<file path="src/rtl/hazard_stall_controller.sv">
// hazard_stall_controller
// Decode-stage hazard detector for a 5-stage pipeline. Computes how many
// stall cycles a load-use or branch/JR dependency needs and holds the stall
// with a down-counter. It also freezes the whole pipeline while data memory
// is busy.
// Optional feature: define HAZARD_PERF_EN to add the 32-bit StallCycles
// counter output, which counts every stalled or frozen cycle.
module hazard_stall_controller #(
  parameter int REG_W    = 5,
  parameter int LOAD_LAT = 1,
  parameter int CNT_W    = 4
) (
  input  logic             Clk,
  input  logic             Rst,
  input  logic             DecBranch,
  input  logic             DecBranchUsesRT,
  input  logic             DecJumpReg,
  input  logic             DecUsesRS,
  input  logic             DecUsesRT,
  input  logic [REG_W-1:0] DecodeRS,
  input  logic [REG_W-1:0] DecodeRT,
  input  logic [REG_W-1:0] ExecRD,
  input  logic             ExecRegWrite,
  input  logic             ExecMemRead,
  input  logic [REG_W-1:0] MemRD,
  input  logic             MemRegWrite,
  input  logic             MemMemRead,
  input  logic             MemBusy,
  input  logic             Flush,
  output logic             StallOut,
  output logic             BubbleOut,
  output logic             FreezeOut
`ifdef HAZARD_PERF_EN
  ,
  output logic [31:0]      StallCycles
`endif
);

  typedef enum logic [1:0] {
    ST_IDLE   = 2'd0,
    ST_STALL  = 2'd1,
    ST_FREEZE = 2'd2
  } state_t;

  localparam logic [CNT_W-1:0] CNT_ZERO = {CNT_W{1'b0}};
  localparam logic [CNT_W-1:0] CNT_ONE  = CNT_W'(1);
  localparam logic [CNT_W-1:0] NEED_LL  = CNT_W'(LOAD_LAT);
  localparam logic [CNT_W-1:0] NEED_LL1 = CNT_W'(LOAD_LAT + 1);

  // A match against register 0 is never a hazard: $zero is never written.
  function automatic logic reg_match(input logic [REG_W-1:0] src,
                                     input logic [REG_W-1:0] dst);
    return (src == dst) && (src != {REG_W{1'b0}});
  endfunction

  function automatic logic [CNT_W-1:0] max_cnt(input logic [CNT_W-1:0] a,
                                               input logic [CNT_W-1:0] b);
    return (a > b) ? a : b;
  endfunction

  state_t           state_q, state_d;
  logic [CNT_W-1:0] cnt_q, cnt_d;

  logic             br_rs_s, br_rt_s, alu_rs_s, alu_rt_s;
  logic             ex_rs_s, ex_rt_s, mem_rs_s, mem_rt_s;
  logic             mem_load_s;
  logic [CNT_W-1:0] br_ex_val_s;
  logic [CNT_W-1:0] br_rs_ex_s, br_rt_ex_s, br_rs_mem_s, br_rt_mem_s;
  logic [CNT_W-1:0] alu_rs_s_need, alu_rt_s_need;
  logic [CNT_W-1:0] need_s;
  logic             stall_s, bubble_s, freeze_s;

  // Hazard need: the worst-case stall length over every matching source.
  always_comb begin
    br_rs_s     = DecBranch | DecJumpReg;
    br_rt_s     = DecBranch & DecBranchUsesRT;
    alu_rs_s    = DecUsesRS;
    alu_rt_s    = DecUsesRT;
    ex_rs_s     = reg_match(DecodeRS, ExecRD);
    ex_rt_s     = reg_match(DecodeRT, ExecRD);
    mem_rs_s    = reg_match(DecodeRS, MemRD);
    mem_rt_s    = reg_match(DecodeRT, MemRD);
    mem_load_s  = MemRegWrite & MemMemRead;
    // Branches resolve in ID, so even an ALU result in EX costs one cycle.
    br_ex_val_s = ExecMemRead ? NEED_LL1 : CNT_ONE;

    br_rs_ex_s  = (br_rs_s && ex_rs_s && ExecRegWrite) ? br_ex_val_s : CNT_ZERO;
    br_rt_ex_s  = (br_rt_s && ex_rt_s && ExecRegWrite) ? br_ex_val_s : CNT_ZERO;
    // A non-load in MEM is forwarded to the comparator, so only loads stall.
    br_rs_mem_s = (br_rs_s && mem_rs_s && mem_load_s) ? NEED_LL : CNT_ZERO;
    br_rt_mem_s = (br_rt_s && mem_rt_s && mem_load_s) ? NEED_LL : CNT_ZERO;
    // ALU consumers only wait on a load still in EX; everything else forwards.
    alu_rs_s_need = (alu_rs_s && ex_rs_s && ExecMemRead) ? NEED_LL : CNT_ZERO;
    alu_rt_s_need = (alu_rt_s && ex_rt_s && ExecMemRead) ? NEED_LL : CNT_ZERO;

    need_s = max_cnt(max_cnt(max_cnt(br_rs_ex_s, br_rt_ex_s),
                             max_cnt(br_rs_mem_s, br_rt_mem_s)),
                     max_cnt(alu_rs_s_need, alu_rt_s_need));
  end

  // Next-state, counter and output decode; outputs follow state and inputs
  // directly so a hazard stalls in the cycle it is detected.
  always_comb begin
    state_d  = state_q;
    cnt_d    = cnt_q;
    stall_s  = 1'b0;
    bubble_s = 1'b0;
    freeze_s = 1'b0;
    if (Rst) begin
      state_d = ST_IDLE;
      cnt_d   = CNT_ZERO;
    end else begin
      case (state_q)
        ST_IDLE: begin
          if (MemBusy) begin
            freeze_s = 1'b1;
            state_d  = ST_FREEZE;
          end else if (Flush) begin
            state_d = ST_IDLE;
            cnt_d   = CNT_ZERO;
          end else if (need_s != CNT_ZERO) begin
            stall_s  = 1'b1;
            bubble_s = 1'b1;
            cnt_d    = need_s - CNT_ONE;
            state_d  = (need_s > CNT_ONE) ? ST_STALL : ST_IDLE;
          end else begin
            cnt_d = CNT_ZERO;
          end
        end
        ST_STALL: begin
          if (MemBusy) begin
            // Memory freeze overrides everything; the remaining count waits.
            stall_s  = 1'b1;
            freeze_s = 1'b1;
          end else if (Flush) begin
            state_d = ST_IDLE;
            cnt_d   = CNT_ZERO;
          end else begin
            stall_s  = 1'b1;
            bubble_s = 1'b1;
            if (cnt_q <= CNT_ONE) begin
              state_d = ST_IDLE;
              cnt_d   = CNT_ZERO;
            end else begin
              cnt_d = cnt_q - CNT_ONE;
            end
          end
        end
        ST_FREEZE: begin
          freeze_s = 1'b1;
          if (MemBusy) begin
            state_d = ST_FREEZE;
          end else begin
            state_d = ST_IDLE;
            cnt_d   = CNT_ZERO;
          end
        end
        default: begin
          state_d = ST_IDLE;
          cnt_d   = CNT_ZERO;
        end
      endcase
    end
  end

  // State and stall counter registers with synchronous reset.
  always_ff @(posedge Clk) begin
    if (Rst) begin
      state_q <= ST_IDLE;
      cnt_q   <= CNT_ZERO;
    end else begin
      state_q <= state_d;
      cnt_q   <= cnt_d;
    end
  end

  assign StallOut  = stall_s;
  assign BubbleOut = bubble_s;
  assign FreezeOut = freeze_s;

`ifdef HAZARD_PERF_EN
  logic [31:0] perf_q, perf_d;

  // Saturating count of cycles spent stalled or frozen.
  always_comb begin
    if ((stall_s || freeze_s) && (perf_q != 32'hFFFF_FFFF)) begin
      perf_d = perf_q + 32'd1;
    end else begin
      perf_d = perf_q;
    end
  end

  // Performance counter register, cleared by reset.
  always_ff @(posedge Clk) begin
    if (Rst) begin
      perf_q <= 32'd0;
    end else begin
      perf_q <= perf_d;
    end
  end

  assign StallCycles = perf_q;
`endif

endmodule

</file>
<file path="config.mk">
export PLATFORM = sky130hd
export DESIGN_NAME = hazard_stall_controller
export DESIGN_NICKNAME = d
export VERILOG_FILES = /design/src/rtl/hazard_stall_controller.sv
export SDC_FILE = /design/constraint.sdc
export NUM_CORES = 1
export LEC_CHECK = 0
export ABC_AREA = 0
export CAP_MARGIN = 30
export CORE_MARGIN = 8
export CORE_UTILIZATION = 40
export CTS_CLUSTER_DIAMETER = 120
export DETAILED_ROUTE_END_ITERATION = 6
export PLACE_DENSITY = 0.76
export SYNTH_ARGS = -nofsm -noshare
export SYNTH_HDL_FRONTEND = slang
export SYNTH_SLANG_ARGS = --single-unit
</file>
<file path="constraint.sdc">
create_clock -name Clk -period 6.38 [get_ports Clk]
set_clock_uncertainty 0.2 [all_clocks]
set_input_delay 1.276 -clock Clk [delete_from_list [all_inputs] [get_ports Clk]]
set_output_delay 1.276 -clock Clk [all_outputs]
set_load 0.05 [all_outputs]
</file>
==> flow_summary.ini <==
[global_route]
grtUsageTotal_pct = 20.8
antenna_found_initial = 0
grt_pass1_vias = 1484
grt_max_degree = 11
grt_pass1_wl_um = 6910
overflow = 0

[finish]
final_util_pct = 83.8
layoutNonFillerInstCount = 237
layout_commonest_cell = buf_4
n_antenna_cell = 0
drive_above_1_share_pct = 48.8
final_nets = 250
fin_area_um2 = 2000
most-common-layout-cells = buf_4, clkdlybuf4s50_1, nor2_1, nand2_1
syn_to_final_growth_pct = 105

[timing]
setup_viol = 2
rsz0062_at_grt = true
fin_crit_sh_pct = 106
maxSlewViolCount = 0
whs_ns = 0.339
final_hold_viol_count = 0
min_period_ns = 6.74
slew_headroom_pct = 66.2
setup_slack_ns = -0.362
worstMarginPinSlew_ns = 0.506
finalSetupTns_ns = -0.708
fmax_ghz = 0.148

[power]
powerDensity_nw_per_um2 = 81.4
finalPower_uw = 163
leakagePower_nw = 0.807
ir_drop_mv = 0.0776

[synthesis]
syn_area_um2 = 975
ys.flop_type = dfxtp_1
syn_area_per_cell_um2 = 7.92
synth.net_count = 164
syn-instance-count = 123
synth_edf_count = 0
synth_cell_type_count = 39
async_flop_share_pct = 0
ys_seq_area_share_pct = 12.3
synth-seq-cells = 6
synth_warnings = 0

[clock_tree]
cts.clk_slew.worst_paths_ns = 0.04
cts-root-buf = clkbuf_4
cts_tree = built
cts_num_sinks = 6
cts_max_path_buffers = 2
cts_made_buffers = 3
insertion_delay_ns = 0.25
cts_htree_levels = 1

[placed_design]
dp_slack_ns = -0.728
port_buffers = 35
dpl.hpwl_um = 2770
place_inst = 213
place_area_um2 = 1630
gp_congestion = 0.820

[hold_path]
hold_end = cnt_q[3]$_SDFFE_PP0P_
holdPathStages = 2
hp-start = cnt_q[3]$_SDFFE_PP0P_
hold_path_class = reg -> reg

[route]
via_per_inst = 5.65
dr.pass1.iters = 4
routed_wl_um = 4660
drc = 0
ant_nets = 0
wl_per_cell_um = 19.7
first_iter_violations = 159
vias = 1340

[die]
start_util_pct = 40.8
ios = 36
rows = 18
die_h_um = 65.4
die_x_um = 65.4
core_area_um2 = 2390
die-area_um2 = 4270

[worst_setup_path]
critPathKind = in -> out
critPathRequiredTime_ns = 4.90
ff2ff_setup_slack_ns = 4.35
r2r-start = cnt_q[0]$_SDFFE_PP0P_
cp_max_fo = 3
critPathLaunchType = input pin
r2r_end = cnt_q[2]$_SDFFE_PP0P_
r2r_cells = 8
cp.arrival_ns = 5.27
critPathCaptureType = output port

[status]
run_status = finished, violations left
violations = negative setup slack

[run]
cap_violations = 0
## cells in the mapped netlist, drive strengths merged (2+ instances only)
library cell  instances  area share (%)
nor3                  3             2.1
nand2                 9             3.5
o21a                  3             2.3
nand4b                2             1.8
clkbuf                3             1.2
xor2                 15              13
nor2                 10             3.9
nor4                  6             6.9
nor4b                 3             2.7
nand4                 6             4.5
a21oi                 5             2.6
a2111oi               2             3.1
a211oi                2             2.1
and2                  2             1.3
o21ai                 7             3.6
ha                    8              10
xnor2                 5             4.5
and3                  2             1.3
nor2b                 3             1.9
inv                   7             2.7
dfxtp                 6              12
## critical path: stages
cell and delay, ns:
clkdlybuf4s15_2 0.22, xor2_2 0.20, nor4_4 0.24, buf_4 0.16
buf_4 0.11, nand4_2 0.13, ha_1 0.31, nand2_1 0.08
o21ai_2 0.06, buf_4 0.14, o21a_4 0.20, ha_4 0.28
o21ai_4 0.06, nand2_1 0.07, o21ai_1 0.06, ha_1 0.32
o21a_1 0.24, buf_6 0.14, a2111oi_4 0.33, a211oi_4 0.10
buf_12 0.14, nor4_4 0.19, buf_12 0.18
## layout make-up
type | count | area (um^2)
Timing Repair Buffer | 84 | 731
Tap cell | 30 | 37.5
Clock buffer | 3 | 22.5
Inverter | 7 | 26.3
Fill cell | 127 | 388
Sequential cell | 6 | 120
Multi-Input combinational cell | 107 | 1060
## repair_timing
item	CTS	global route
setup buffers	18	3
pin swaps	25	15
gates resized for setup	83	13
hold buffers	0	0
endpoints found under the setup margin	2	2
## metal layers
metal  track usage (%)  vias up  wire [um]
met5                 0        -          0
met1              19.1      612       1670
met2              39.7       77       2440
li1                  -      621          -
met3              4.59       30        271
met4              14.2        0        283
## worst max-delay path by stage
stage	startpoint	end	slack, ns	depth (start not counted)
after floorplan	ExecRD[0]	BubbleOut	-0.21	19
after global placement	DecodeRS[1]	BubbleOut	-0.48	21
after detailed placement	DecodeRS[1]	BubbleOut	-0.73	21
after CTS	DecodeRT[3]	BubbleOut	-0.23	21
after global routing	DecodeRT[3]	BubbleOut	-0.50	21
final	ExecRD[4]	StallOut	-0.36	23
## where the power goes
part	leakage (nW)	switching [mW]	internal [mW]	total [mW]
combinational	0.744	0.0424	0.0459	0.0883
clock	0.0138	0.0139	0.0213	0.0352
sequential	0.0486	0.00142	0.0380	0.0394
## logic make-up (layout without fill, tap and decap cells)
| group | count (synthesis) | after routing | synth area share (%) |
|---|---|---|---|
| fa+ha+maj | 8 | 8 | 10.3 |
| flops | 6 | 6 | 12.3 |
| compound gates | 27 | 27 | 21.4 |
| xor+xnor | 20 | 20 | 18.0 |
| buf+inv | 10 | 94 | 3.85 |
| mux | 1 | 1 | 1.03 |
| simple gates | 51 | 51 | 33.1 |
## registers in the layout, indices dropped and copies added, names as in the netlist
register / cells
state_q: 2
cnt_q: 4
(Power assumes the default switching activity.)
